<file path="src/rtl/fpu_add_sched.sv">
// Round-robin scheduler sharing one fixed-latency FP adder between NREQ requesters.
// Results return in issue order through a credit-guarded response FIFO.
module fpu_add_sched #(
   parameter int NREQ  = 2,
   parameter int LAT   = 3,
   parameter int DEPTH = 4
) (
   input  logic                     clk,
   input  logic                     rst_n,
   input  logic [NREQ-1:0]          req_valid,
   input  logic [32*NREQ-1:0]       req_a,
   input  logic [32*NREQ-1:0]       req_b,
   output logic [NREQ-1:0]          req_ready,
   output logic                     add_valid,
   output logic [31:0]              add_a,
   output logic [31:0]              add_b,
   input  logic [31:0]              add_res,
   output logic                     rsp_valid,
   output logic [31:0]              rsp_data,
   output logic [$clog2(NREQ)-1:0]  rsp_id,
   input  logic                     rsp_ready
);
   localparam int IDW = $clog2(NREQ);
   localparam int CW  = $clog2(DEPTH + 1);
   localparam int AW  = $clog2(DEPTH);

   logic [NREQ-1:0][31:0] a_v, b_v;
   assign a_v = req_a;
   assign b_v = req_b;

   logic [IDW-1:0]          rr_ptr_q, rr_ptr_d;
   logic [LAT:0]            vld_pipe_q, vld_pipe_d;
   logic [LAT:0][IDW-1:0]   id_pipe_q, id_pipe_d;
   logic [31:0]             add_a_q, add_a_d, add_b_q, add_b_d;
   logic [CW-1:0]           in_flight_q, in_flight_d;
   logic [CW-1:0]           fifo_cnt_q, fifo_cnt_d;
   logic [AW-1:0]           wr_ptr_q, wr_ptr_d, rd_ptr_q, rd_ptr_d;
   logic [31:0]             mem_data_q [DEPTH];
   logic [IDW-1:0]          mem_id_q   [DEPTH];

   logic           can_issue, gnt_vld, push, pop;
   logic [IDW-1:0] gnt_id;
   logic [IDW:0]   scan, rr_nx;
   logic [CW:0]    occ;

   // Credits cover both ops in the adder and results parked in the FIFO.
   always_comb begin
      occ       = {1'b0, in_flight_q} + {1'b0, fifo_cnt_q};
      can_issue = occ < (CW+1)'(DEPTH);
      gnt_vld   = 1'b0;
      gnt_id    = '0;
      scan      = '0;
      for (int k = 0; k < NREQ; k++) begin
         scan = {1'b0, rr_ptr_q} + (IDW+1)'(k);
         if (scan >= (IDW+1)'(NREQ)) scan = scan - (IDW+1)'(NREQ);
         if (can_issue && !gnt_vld && req_valid[scan[IDW-1:0]]) begin
            gnt_vld = 1'b1;
            gnt_id  = scan[IDW-1:0];
         end
      end
      req_ready = gnt_vld ? (NREQ'(1) << gnt_id) : '0;
   end

   assign push      = vld_pipe_q[LAT];
   assign rsp_valid = fifo_cnt_q != '0;
   assign pop       = rsp_valid && rsp_ready;

   always_comb begin
      rr_nx    = {1'b0, gnt_id} + (IDW+1)'(1);
      rr_ptr_d = rr_ptr_q;
      if (gnt_vld) rr_ptr_d = (rr_nx == (IDW+1)'(NREQ)) ? '0 : rr_nx[IDW-1:0];
      vld_pipe_d  = {vld_pipe_q[LAT-1:0], gnt_vld};
      id_pipe_d   = {id_pipe_q[LAT-1:0], gnt_id};
      add_a_d     = gnt_vld ? a_v[gnt_id] : add_a_q;
      add_b_d     = gnt_vld ? b_v[gnt_id] : add_b_q;
      in_flight_d = in_flight_q + CW'(gnt_vld) - CW'(push);
      fifo_cnt_d  = fifo_cnt_q + CW'(push) - CW'(pop);
      wr_ptr_d    = push ? wr_ptr_q + AW'(1) : wr_ptr_q;
      rd_ptr_d    = pop  ? rd_ptr_q + AW'(1) : rd_ptr_q;
   end

   always_ff @(posedge clk or negedge rst_n) begin
      if (!rst_n) begin
         rr_ptr_q    <= '0;
         vld_pipe_q  <= '0;
         id_pipe_q   <= '0;
         add_a_q     <= '0;
         add_b_q     <= '0;
         in_flight_q <= '0;
         fifo_cnt_q  <= '0;
         wr_ptr_q    <= '0;
         rd_ptr_q    <= '0;
      end else begin
         rr_ptr_q    <= rr_ptr_d;
         vld_pipe_q  <= vld_pipe_d;
         id_pipe_q   <= id_pipe_d;
         add_a_q     <= add_a_d;
         add_b_q     <= add_b_d;
         in_flight_q <= in_flight_d;
         fifo_cnt_q  <= fifo_cnt_d;
         wr_ptr_q    <= wr_ptr_d;
         rd_ptr_q    <= rd_ptr_d;
      end
   end

   always_ff @(posedge clk) begin
      if (push) begin
         mem_data_q[wr_ptr_q] <= add_res;
         mem_id_q[wr_ptr_q]   <= id_pipe_q[LAT];
      end
   end

`ifndef SYNTHESIS
   always_ff @(posedge clk) begin
      if (rst_n) assert (!(push && fifo_cnt_q == CW'(DEPTH)));
   end
`endif

   assign add_valid = vld_pipe_q[0];
   assign add_a     = add_a_q;
   assign add_b     = add_b_q;
   assign rsp_data  = rsp_valid ? mem_data_q[rd_ptr_q] : '0;
   assign rsp_id    = rsp_valid ? mem_id_q[rd_ptr_q] : '0;
endmodule

</file>
<file path="config.mk">
export PLATFORM = sky130hd
export DESIGN_NAME = fpu_add_sched
export DESIGN_NICKNAME = d
export VERILOG_FILES = /design/src/rtl/fpu_add_sched.sv
export SDC_FILE = /design/constraint.sdc
export NUM_CORES = 1
export LEC_CHECK = 0
export BUFFER_PORTS_ARGS = -buffer_cell sky130_fd_sc_hd__buf_4
export CAP_MARGIN = 10
export CORE_UTILIZATION = 43
export DETAILED_ROUTE_END_ITERATION = 7
export HOLD_SLACK_MARGIN = 0.12
export PLACE_DENSITY = 0.69
export SLEW_MARGIN = 20
export SYNTH_ARGS = -nofsm -noshare
export SYNTH_HDL_FRONTEND = slang
export SYNTH_SLANG_ARGS = --single-unit
</file>
<file path="constraint.sdc">
create_clock -name clk -period 3.5 [get_ports clk]
set_clock_uncertainty 0.15 [all_clocks]
set_input_delay 0.7 -clock clk [delete_from_list [all_inputs] [get_ports clk]]
set_output_delay 0.7 -clock clk [all_outputs]
set_load 0.01 [all_outputs]
</file>
## Word-level counts from Yosys, hierarchy flattened

Memories as Yosys holds them, arrays and structs flattened.
Index checks and enable logic that the tools add are counted.

| word-level totals | value |
|---|---|
| register bits after elaboration | 83 |
| latch bits | 0 |
| RAM bits | 132 |
| memory bits (read-only) | 0 |
| input bits | 165 |
| output and inout port bits | 101 |
| word-level logic and storage cells | 59 |
| memories | 2 |

Memory list:

| name | words | bits a word | rd ports | clocked after Yosys merged registers in | write ports | RTL line | source |
|---|---|---|---|---|---|---|---|
| mem_data_q | 4 | 32 | 1 | 0 | 1 | 38 | `logic [31:0] mem_data_q [DEPTH];` |
| mem_id_q | 4 | 1 | 1 | 0 | 1 | 39 | `logic [IDW-1:0] mem_id_q [DEPTH];` |

| operators by class | value |
|---|---|
| $add $sub $neg | 11 |
| multipliers | 0 |
| div/mod/pow operators | 0 |
| order comparisons | 6 |
| equal/unequal tests | 1 |
| shifts and indexed selects | 1 |
| mux-type cells | 20 |
| bitwise operators | 0 |
| reduce and logical (&&, ||, !) cells | 6 |

Operator list:

| kind | count |
|---|---|
| two-way mux 32 bit | 5 |
| two-way mux 1 bit | 14 |
| adder 3 x 1 -> 3 bit | 2 |
| less-than comparator 1 x 2 -> 1 bit, second input constant | 3 |
| subtractor 3 x 1 -> 3 bit | 2 |
| adder 1 x 1 -> 2 bit, second input constant | 2 |
| adder 2 x 1 -> 2 bit, second input constant | 2 |
| adder 3 x 3 -> 4 bit | 1 |
| logical AND 1 bit | 4 |
| less-than comparator 4 x 3 -> 1 bit, second input constant | 1 |
| nonzero test 3 bit | 1 |
| equality test 2 bit, second input constant | 1 |
| greater-or-equal comparator 1 x 2 -> 1 bit, second input constant | 1 |
| greater-or-equal comparator 2 bit, second input constant | 1 |
| two-way mux 2 bit | 1 |
| left shift 1 x 1 -> 2 bit, first input constant | 1 |
| subtractor 1 bit, second input constant | 2 |
| zero test 1 bit | 1 |

## Logic depth before layout (Yosys ltp)

Gate-level depths: netlist (run 1).

| depth | value |
|---|---|
| word-level depth | 13 |
| mapped depth | 10 |
| mapped depth without buffers | 9 |

## Worst setup path after synthesis (run 1)

No wires, ideal clock.

| path | value |
|---|---|
| kind | reg2reg |
| from | register fifo_cnt_q[1] |
| to | register fifo_cnt_q[2] |
| setup time | 123 ps |
| arrival | 2,187 ps |
| required time | 3,227 ps |
| slack | 1,040 ps |
| cell stages (with the launch flop) | 11 |
| cell sequence | dfrtp_1 > or3_1 > clkbuf_1 > and2_1 > ha_1 > inv_1 > ha_1 > inv_1 > fa_1 > xnor2_1 > xnor2_1 |

| between the ends | value |
|---|---|
| cells in the longest elaborated chain, start to end | 3 |
| elaborated cells between the ends (all ways) | 4 |
| those cells by class | 2 x add/sub; 2 x reduce/logical |

RTL lines:

| element | RTL line | source |
|---|---|---|
| start: declaration | 36 | `logic [CW-1:0] fifo_cnt_q, fifo_cnt_d;` |
| start signal: assignment | 100 | `fifo_cnt_q <= fifo_cnt_d;` |
| nonzero test 3 bit | 65 | `assign rsp_valid = fifo_cnt_q != '0;` |
| logical AND 1 bit | 66 | `assign pop = rsp_valid && rsp_ready;` |
| named net pop | 41 | `logic can_issue, gnt_vld, push, pop;` |
| subtractor 3 x 1 -> 3 bit | 77 | `fifo_cnt_d = fifo_cnt_q + CW'(push) - CW'(pop);` |
| named net fifo_cnt_d[2] | 36 |  |

The timed path passes the listed nets, and every way through them passes these cells.
A chain may end at the register's enable or synchronous reset.

## Worst setup path in the final report (run 1)

| path | value |
|---|---|
| from | register rd_ptr_q[0] |
| to | output port rsp_data[2] |

| between the ends | value |
|---|---|
| cells in the longest elaborated chain, start to end | 2 |

RTL lines:

| element | RTL line | source |
|---|---|---|
| start: declaration | 37 | `logic [AW-1:0] wr_ptr_q, wr_ptr_d, rd_ptr_q, rd_ptr_d;` |
| start signal: assignment | 102 | `rd_ptr_q <= rd_ptr_d;` |
| memory read (4 x 32 bit) | - |  |
| two-way mux 32 bit | 122 | `assign rsp_data = rsp_valid ? mem_data_q[rd_ptr_q] : '0;` |
| end: declaration | 19 | `output logic [31:0] rsp_data,` |

Every way passes these cells.

==> flow_summary.json, run 1 <==
{
  "finalCritPeriodShare_pct": 90.1,
  "routed_via_density": 5.45,
  "antenna_found_initial": 2,
  "clk_pin_slew_ns": 0.06,
  "grt_usage_pct": 20.4,
  "rsz0062_at_grt": "no",
  "powerDensity_mw_per_mm2": 857,
  "endpoint": "rsp_data[2]",
  "num-nets-final": 935,
  "first_pass_iters": 4,
  "vdd_drop_max_v": 0.000444,
  "clock.fmax_ghz": 0.317,
  "seqCellArea_mm2": 0.00604,
  "area_growth_pct": 32.6,
  "io_buffer_count": 265,
  "die_w_um": 145,
  "grt_max_degree": 66,
  "clockBufferDepth": 3,
  "yosysMostFrequentCell": "edfxtp_1",
  "outcome": "finished clean",
  "netlist_area_mm2": 0.00879,
  "cts_sinks": 215,
  "ys_async_sr_fraction_pct": 38.6,
  "path_max_fanout": 23,
  "die_y_um": 145,
  "grt_pass1_vias": 6036,
  "cts_buffers": 23,
  "rr_worst_depth": 10,
  "yosysWarnings": 0,
  "start_util_pct": 44.5,
  "finalSetupViolCount": 0,
  "num_io_pins": 266,
  "synth_edf_count": 132,
  "cts_setup_buffers": 0,
  "hpwl_um": 14300,
  "grt_pass1_wl_um": 33600,
  "cts-root-buf": "clkbuf_16",
  "ys_seq_elements": 215,
  "slew-limit-headroom_pct": 38.4,
  "place_area_mm2": 0.0110,
  "r2r-start": "fifo_cnt_q[1]",
  "synth_flop_cell": "edfxtp_1",
  "final_cells": 1041,
  "worstPathRequired_ns": 2.65,
  "crit_slowest_cell": "dfrtp_2",
  "gr-total-overflow": 0,
  "drt-total-wl_um": 21300,
  "fill_cells": 1557,
  "fin_util_pct": 59.0,
  "core_mm2": 0.0198,
  "cpPeakStageDelay_ns": 0.63,
  "drtIter0Drc": 264,
  "ys_seq_area_share_pct": 68.7,
  "finalHoldViolCount": 0,
  "num_vias": 5674,
  "fp-row-count": 51,
  "yosysUniqueCellTypes": 30,
  "r2r_end": "fifo_cnt_q[2]",
  "placedCellCount": 998,
  "yosys-top-cells-area": "edfxtp_1 (45%), dfrtp_1 (24%), mux4_2 (7.2%), a32oi_1 (6.4%), o2bb2ai_1 (6.4%)",
  "finalPower_mw": 9.99,
  "synth_area_leader_cell": "edfxtp_1",
  "syn_avg_cell_area_um2": 17.4,
  "post-route-cell-area_mm2": 0.0117,
  "path_cells": "buf_12 -> mux4_1 -> and2_1 -> buf_4",
  "end_kind": "primary output",
  "ant_nets": 0,
  "multi_input_area_mm2": 0.00247,
  "crit_type": "flop to primary output",
  "slew_viol_final": 0,
  "tightestPinTransition_ns": 0.924,
  "p_leak_nw": 4.64,
  "gp_congestion": 0.804,
  "arrival_ns": 2.30,
  "h-tree-depth": 1,
  "crit_path_start_kind": "flop",
  "cts_tree": "built",
  "tns_ns": 0,
  "maxCapViolCount": 0,
  "synth_top_area_share_pct": 45.1,
  "drc": 0,
  "syn_nets": 682,
  "hold_path.class": "flop to flop",
  "dieArea_mm2": 0.0210,
  "r2r_slack_ns": 0.81,
  "clk_latency_ns": 0.49,
  "drive_above_1_share_pct": 44.4,
  "synthCells": 506,
  "crit_start": "rd_ptr_q[0]",
  "wl_per_cell_um": 20.5,
  "fin_crit_ns": 3.15,
  "synth_common_cells": "edfxtp_1 (132), dfrtp_1 (83), a32oi_1 (64), o2bb2ai_1 (64), and2_1 (38)"
}
per-layer routing:
metal	vias to the layer above	GRT usage (%)	wire (µm)
met5	-	0	0
met4	0	6.70	486
met3	32	5.47	1630
met2	227	34.6	10800
met1	2844	25.2	8410
li1	2571	-	-
worst min-delay path by stage:
stage	end	cells after the start	from
4_1_cts	id_pipe_q[3]	0	id_pipe_d[3]
2_1_floorplan	id_pipe_d[2]	0	id_pipe_d[1]
6_report	id_pipe_d[3]	0	id_pipe_d[2]
3_3_place_gp	vld_pipe_q[3]	0	vld_pipe_q[2]
3_5_place_dp	id_pipe_q[3]	0	id_pipe_d[3]
5_1_grt	vld_pipe_q[2]	0	vld_pipe_q[1]
cells by family after synthesis:
group,count (synthesis),synth area share [%]
compound gates,133,13.1
xor+xnor,8,0.797
simple gates,50,3.47
mux,33,8.66
flops,215,68.7
fa+ha+maj,11,1.74
buf+inv,56,3.50
stage by stage:
step	hold slack, ns	setup slack, ns
after detailed placement	0.185	0.779
after floorplan	0.181	1.04
after global placement	0.184	0.827
after CTS	0.204	0.284
final	0.201	0.347
after global routing	0.215	0.203
what timing repair did:
| action | 4_1_cts | 5_1_grt |
|---|---|---|
| hold endpoints to repair | 29 | 0 |
| gates resized for setup | 0 | 0 |
| hold buffers | 1 | 0 |
registers in the layout (all words and copies together), names as in the netlist:
name,flops
wr_ptr_q,2
add_a,32
vld_pipe_q,4
id_pipe_d,3
id_pipe_q,1
add_b,32
mem_data_q,128
fifo_cnt_q,3
rd_ptr_q,2
mem_id_q,4
in_flight_q,3
rr_ptr_q,1
final cells by class:
cell class | instances | share of cell area, %
well taps | 265 | 2.84
multi-input cells | 235 | 21.2
clock inverters | 12 | 0.783
repair buffers | 276 | 18.0
flip-flops and latches | 215 | 51.8
inverters | 8 | 0.258
clock buffers | 28 | 5.10
diodes | 2 | 0.0429
worst max-delay path, delay by kind of cell, from the launching register on:
| family | cells | cell delay (ns) |
|---|---|---|
| buffers and inverters | 2 | 0.42 |
| AND/OR/NAND/NOR | 1 | 0.17 |
| flip-flops | 1 | 0.63 |
| multiplexers | 1 | 0.58 |
cell usage in the layout, fill, tap and decap left out:
master	Yosys	layout
nand2_2	0	1
clkbuf_1	18	5
nand3_1	2	2
mux4_2	28	28
mux4_1	5	5
a31oi_1	1	1
buf_12	3	2
dfrtp_1	83	82
a21boi_4	0	1
clkinv_4	0	1
fa_1	2	2
o21ai_0	1	1
xnor2_1	5	5
dlygate4sd3_1	0	1
nor3_4	1	1
inv_1	8	8
clkinvlp_4	0	1
a32oi_1	64	64
dfrtp_2	0	1
clkinv_1	0	3
inv_6	0	1
nand2_1	4	3
and2_1	38	34
o211ai_1	1	1
a41oi_1	1	1
bufinv_16	0	1
o2bb2ai_1	64	64
or3_1	1	1
and2_2	0	4
nor2_1	2	2
nand2b_2	0	1
and3_1	1	1
clkinv_2	0	5
buf_4	5	273
edfxtp_1	132	132
xor2_1	3	3
clkbuf_16	0	23
ha_1	9	9
diode_2	0	2
power breakdown:
| group | internal, mW | leakage, nW | switching (mW) |
|---|---|---|---|
| registers | 3.38 | 2.23 | 0.404 |
| clock network | 1.28 | 0.337 | 0.928 |
| logic | 2.01 | 2.07 | 1.98 |
Note: power is estimated with default switching activity, not from simulation.
==> run 2, diff against run 1 <==
- PLACE_DENSITY: 0.69 -> unset
- PLACE_DENSITY_LB_ADDON: unset -> 0.05
==> run 2 against run 1 <==
Combinational power about the same. Highest routed layer unchanged. Critical endpoint is now rsp_data[5]. Sequential share of layout area about the same. Die area unchanged. Register-to-register slack better by 0.21 ns. Sequential cell count unchanged. Largest cell class unchanged. Largest power group unchanged.
==> flow_summary.json, run 2 (synthesis results as in run 1) <==
{
  "outcome": "finished clean",
  "end_kind": "primary output",
  "drt-total-wl_um": 21500,
  "path_max_fanout": 17,
  "n_antenna_cell": 0,
  "rr_worst_depth": 9,
  "gp_congestion": 0.777,
  "dieArea_mm2": 0.0210,
  "gr-total-overflow": 0,
  "powerDensity_mw_per_mm2": 862,
  "crit_path_start_kind": "flop",
  "drc": 0,
  "fin_crit_ns": 3.16,
  "cts_buffers": 24,
  "clock.fmax_ghz": 0.317,
  "tns_ns": 0,
  "num_vias": 5801,
  "routed_via_density": 5.57,
  "first_pass_iters": 4,
  "hpwl_um": 13900,
  "wl_per_cell_um": 20.6,
  "path_cells": "buf_12 -> mux4_2 -> and2_1 -> buf_4",
  "h-tree-depth": 1,
  "worstPathRequired_ns": 2.65,
  "largest_reg_flops": 128,
  "final_cell_mix": "buf_4 (274), edfxtp_1 (132), dfrtp_1 (82)",
  "cts_setup_buffers": 0,
  "rsz0062_at_grt": "no",
  "crit_family": "flip-flops",
  "place_area_mm2": 0.0110,
  "area_growth_pct": 32.7,
  "post_cts_resized": 0,
  "finalHoldViolCount": 0,
  "finalCritPeriodShare_pct": 90.2,
  "p_leak_nw": 4.64,
  "slew_viol_final": 0,
  "num_io_pins": 266,
  "hold_path.class": "input port to asynchronous set/reset pin",
  "holdBufCountCts": 0,
  "cp.depth": 4,
  "fp-row-count": 51,
  "cts-root-buf": "clkbuf_16",
  "fill_cells": 1610,
  "hold_ws_ns": 0.139,
  "fin_util_pct": 59.0,
  "start_util_pct": 44.5,
  "cpPeakStageDelay_ns": 0.72,
  "num-nets-final": 936,
  "r2r_end": "fifo_cnt_q[2]",
  "tightestPinTransition_ns": 0.949,
  "drtIter0Drc": 255,
  "maxCapViolCount": 0,
  "crit_type": "flop to primary output",
  "endpoint": "rsp_data[5]",
  "core_mm2": 0.0198,
  "clockBufferDepth": 3,
  "cts_sinks": 215,
  "post-route-cell-area_mm2": 0.0117,
  "cts_tree": "built",
  "crit_slowest_cell": "dfrtp_2",
  "finalSetupViolCount": 0,
  "clk_latency_ns": 0.50,
  "grt_pass1_wl_um": 33500,
  "seqCellArea_mm2": 0.00604,
  "die_w_um": 145,
  "die_y_um": 145,
  "r2r-start": "fifo_cnt_q[1]",
  "arrival_ns": 2.31,
  "regMostFlops": "mem_data_q",
  "io_buffer_count": 265,
  "crit_start": "rd_ptr_q[0]",
  "path_buf_inv": 2,
  "vdd_drop_max_v": 0.000568,
  "clk_pin_slew_ns": 0.06,
  "slew-limit-headroom_pct": 36.7,
  "r2r_slack_ns": 1.02,
  "grt_max_degree": 66,
  "antenna_found_initial": 0,
  "multi_input_area_mm2": 0.00247,
  "grt_pass1_vias": 6111,
  "final_common_cell": "buf_4",
  "drive_above_1_share_pct": 44.1,
  "grt_usage_pct": 20.4,
  "ant_nets": 0
}
[run 2: power breakdown]
part	internal (mW)	switching [mW]	total (mW)
Sequential	3.38	0.403	3.79
Combinational	2.02	1.99	4.01
Clock	1.31	0.955	2.26
[run 2: per-layer routing]
| metal | global-route usage [%] | wire (µm) |
|---|---|---|
| met5 | 0 | 0 |
| met4 | 5.59 | 404 |
| met3 | 5.03 | 1580 |
| met2 | 36.0 | 11200 |
| met1 | 24.8 | 8330 |
[run 2: final cells by class]
type                            instances  share of cell area (%)
Tap cell                              265                    2.84
Clock buffer                           34                    5.65
Timing Repair Buffer                  276                    18.0
Inverter                                8                   0.257
Sequential cell                       215                    51.8
Clock inverter                          9                   0.375
Multi-Input combinational cell        235                    21.1
[run 2: worst min-delay path by stage]
stage | from | endpoint | depth (start not counted)
2_1_floorplan | id_pipe_d[1] | id_pipe_d[2] | 0
4_1_cts | rst_n | add_b[18] | 1
3_3_place_gp | id_pipe_d[3] | id_pipe_q[3] | 0
3_5_place_dp | vld_pipe_q[2] | vld_pipe_q[3] | 0
5_1_grt | rst_n | add_b[18] | 1
6_report | rst_n | add_b[18] | 1
[run 2: through the flow]
stage | setup WS (ns) | instances | power (mW)
after detailed placement | 0.807 | 999 | 7.92
after floorplan | 1.04 | 506 | 6.20
after CTS | 0.279 | 1042 | 10.2
after global routing | 0.198 | 1042 | 10.6
after global placement | 0.815 | 999 | 7.80
final | 0.344 | 1042 | 10.1
==> run 3, diff against run 2 <==
- ABC_AREA: unset -> 1
==> run 3 against run 2 <==
The run now ends with design-rule violations left. Synthesized cell count grew 65%. Design area rose by 2.2%. Clock power grew 2%. Die area increased by 4.1%. Final cell count up 31%. Register-to-register slack worse by 0.20 ns. Critical path type unchanged. Largest cell class unchanged.
==> flow_summary.json, run 3 <==
{
  "io_buffer_count": 265,
  "powerDensity_mw_per_mm2": 902,
  "synth_top_area_share_pct": 43.3,
  "fin_util_pct": 56.9,
  "path_cells": "buf_4 -> nor2_1 -> nor2_1 -> o21ai_0 -> a21oi_1 -> buf_4",
  "ys_seq_area_share_pct": 65.9,
  "netlist_area_mm2": 0.00916,
  "num_vias": 7082,
  "fp-row-count": 53,
  "clockBufferDepth": 3,
  "gr-total-overflow": 0,
  "grt_max_degree": 84,
  "wl_per_cell_um": 17.8,
  "tns_ns": 0,
  "maxCapViolCount": 0,
  "synth_flop_cell": "edfxtp_1",
  "seqCellArea_mm2": 0.00604,
  "core_mm2": 0.0210,
  "grt_pass1_wl_um": 38700,
  "tightestPinTransition_ns": 0.782,
  "fin_crit_ns": 3.11,
  "pwr-share-comb_pct": 43.5,
  "vdd_drop_max_v": 0.000492,
  "slew-limit-headroom_pct": 47.9,
  "synth_common_cells": "nor2_1 (138), edfxtp_1 (132), nand3_1 (128)",
  "area_growth_pct": 30.2,
  "path_buf_inv": 2,
  "yosys-top-cells-area": "edfxtp_1 (43%), dfrtp_1 (23%), nand3_1 (7.0%), nor2_1 (5.7%), nand4_1 (4.4%)",
  "pre_cts_ws_ns": 0.843,
  "syn_avg_cell_area_um2": 11.0,
  "p_int_mw": 6.66,
  "finalCritPeriodShare_pct": 88.9,
  "cpPeakStageDelay_ns": 0.76,
  "hold_ws_ns": 0.198,
  "gp_congestion": 0.781,
  "routed_via_density": 5.18,
  "ys_seq_elements": 215,
  "post-route-cell-area_mm2": 0.0119,
  "switching_share_pct": 38.1,
  "drc": 2,
  "hold_start": "vld_pipe_q[1]",
  "arrival_ns": 2.26,
  "regMostFlops": "mem_data_q",
  "drtIter0Drc": 386,
  "final_cells": 1366,
  "placedCellCount": 1325,
  "outcome": "finished, violations left",
  "r2r-start": "in_flight_q[2]",
  "crit_path_start_kind": "flop",
  "drt-total-wl_um": 24300,
  "die_w_um": 148,
  "crit_type": "flop to primary output",
  "start_util_pct": 43.7,
  "grt_usage_pct": 22.6,
  "violations": "design-rule violations",
  "setup_ws_ns": 0.387,
  "cts_tree": "built",
  "pwr-share-seq_pct": 35.1,
  "clk_pin_slew_ns": 0.06,
  "finalSetupViolCount": 0,
  "drive_above_1_share_pct": 29.4,
  "synth_area_leader_cell": "edfxtp_1",
  "crit_start": "rd_ptr_q[0]",
  "path_max_fanout": 30,
  "ys_async_sr_fraction_pct": 38.6,
  "die_y_um": 148,
  "grt_pass1_vias": 7110,
  "cts_buffers": 23,
  "cts-root-buf": "clkbuf_16",
  "place_area_mm2": 0.0112,
  "yosysUniqueCellTypes": 27,
  "p_leak_nw": 5.10,
  "switching_power_mw": 4.10,
  "yosysMostFrequentCell": "nor2_1",
  "hold_path.class": "flop to flop",
  "clk_latency_ns": 0.50,
  "end_kind": "primary output",
  "synthCells": 834,
  "worstPathRequired_ns": 2.65,
  "syn_nets": 1010,
  "largest_reg_flops": 128,
  "final_cell_mix": "buf_4 (283), nor2_1 (138), edfxtp_1 (132)",
  "dieArea_mm2": 0.0219,
  "ant_nets": 0,
  "post_cts_resized": 0,
  "num_io_pins": 266,
  "crit_family": "flip-flops",
  "hpwl_um": 15200,
  "yosysWarnings": 0,
  "antenna_found_initial": 2,
  "final_common_cell": "buf_4",
  "slew_viol_final": 0,
  "multi_input_area_mm2": 0.00262,
  "first_pass_iters": 7,
  "clock.fmax_ghz": 0.321,
  "fill_cells": 1883,
  "rsz0062_at_grt": "no",
  "h-tree-depth": 1,
  "finalHoldViolCount": 0,
  "pwr-share-clk_pct": 21.4,
  "crit_slowest_cell": "dfrtp_2",
  "finalPower_mw": 10.8,
  "synth_edf_count": 132,
  "cts_sinks": 215,
  "num-nets-final": 1252
}
## run 3: changes by cell type in the layout (fill, tap and decap cells not counted), sizes merged, moves of 64 or more
cell     change
nand4       +64
a32oi       -64
nor2       +138
o2bb2ai     -64
o21ai       +68
nand3      +126
nand2       +72
## run 3: cells by family after synthesis
| logic type | share of synthesized area (%) |
|---|---|
| simple gates | 20.5 |
| flops | 65.9 |
| compound gates | 5.61 |
| buf+inv | 5.60 |
| fa+ha+maj | 1.67 |
| xor+xnor | 0.669 |
## run 3: path summary, 6_finish.rpt
kind,cells past startpoint,endpoint,slack (ns)
max,6,rsp_data[11],0.39
min,0,vld_pipe_q[2],0.20
max reg2reg,8,add_a[17],0.82
min reg2reg,0,vld_pipe_q[2],0.20
max in group asynchronous,3,fifo_cnt_q[1],1.86
min in group asynchronous,2,add_b[10],0.57
## run 3: area by class of cell
cell class,instances,share of cell area (%)
multi-input cells,531,21.9
inverters,20,0.629
flip-flops and latches,215,50.7
clock buffers,30,5.05
clock inverters,9,0.776
well taps,275,2.88
repair buffers,285,18.1
diodes,1,0.0210
## run 3: power by group through the flow
stage | Sequential [mW] | Clock, mW | Combinational (mW)
2_1_floorplan | 3.87 | 0 | 2.98
3_3_place_gp | 3.81 | 0 | 4.71
3_5_place_dp | 3.80 | 0 | 4.76
4_1_cts | 3.78 | 2.36 | 4.75
5_1_grt | 3.86 | 2.46 | 5.27
6_report | 3.78 | 2.30 | 4.68
## run 3: per-layer routing
metal | vias to the layer above | part of all wire, % | GRT usage [%]
met4 | 2 | 1.5 | 6.13
met2 | 231 | 50 | 37.3
li1 | 3425 | - | -
met1 | 3394 | 41 | 29.1
met3 | 30 | 8.0 | 6.45
met5 | - | 0.053 | 0
## run 3: timing repair
action	in CTS	in global routing
hold buffers	1	0
endpoints found under the setup margin	0	0
setup buffers	0	0
hold endpoints to repair	39	0
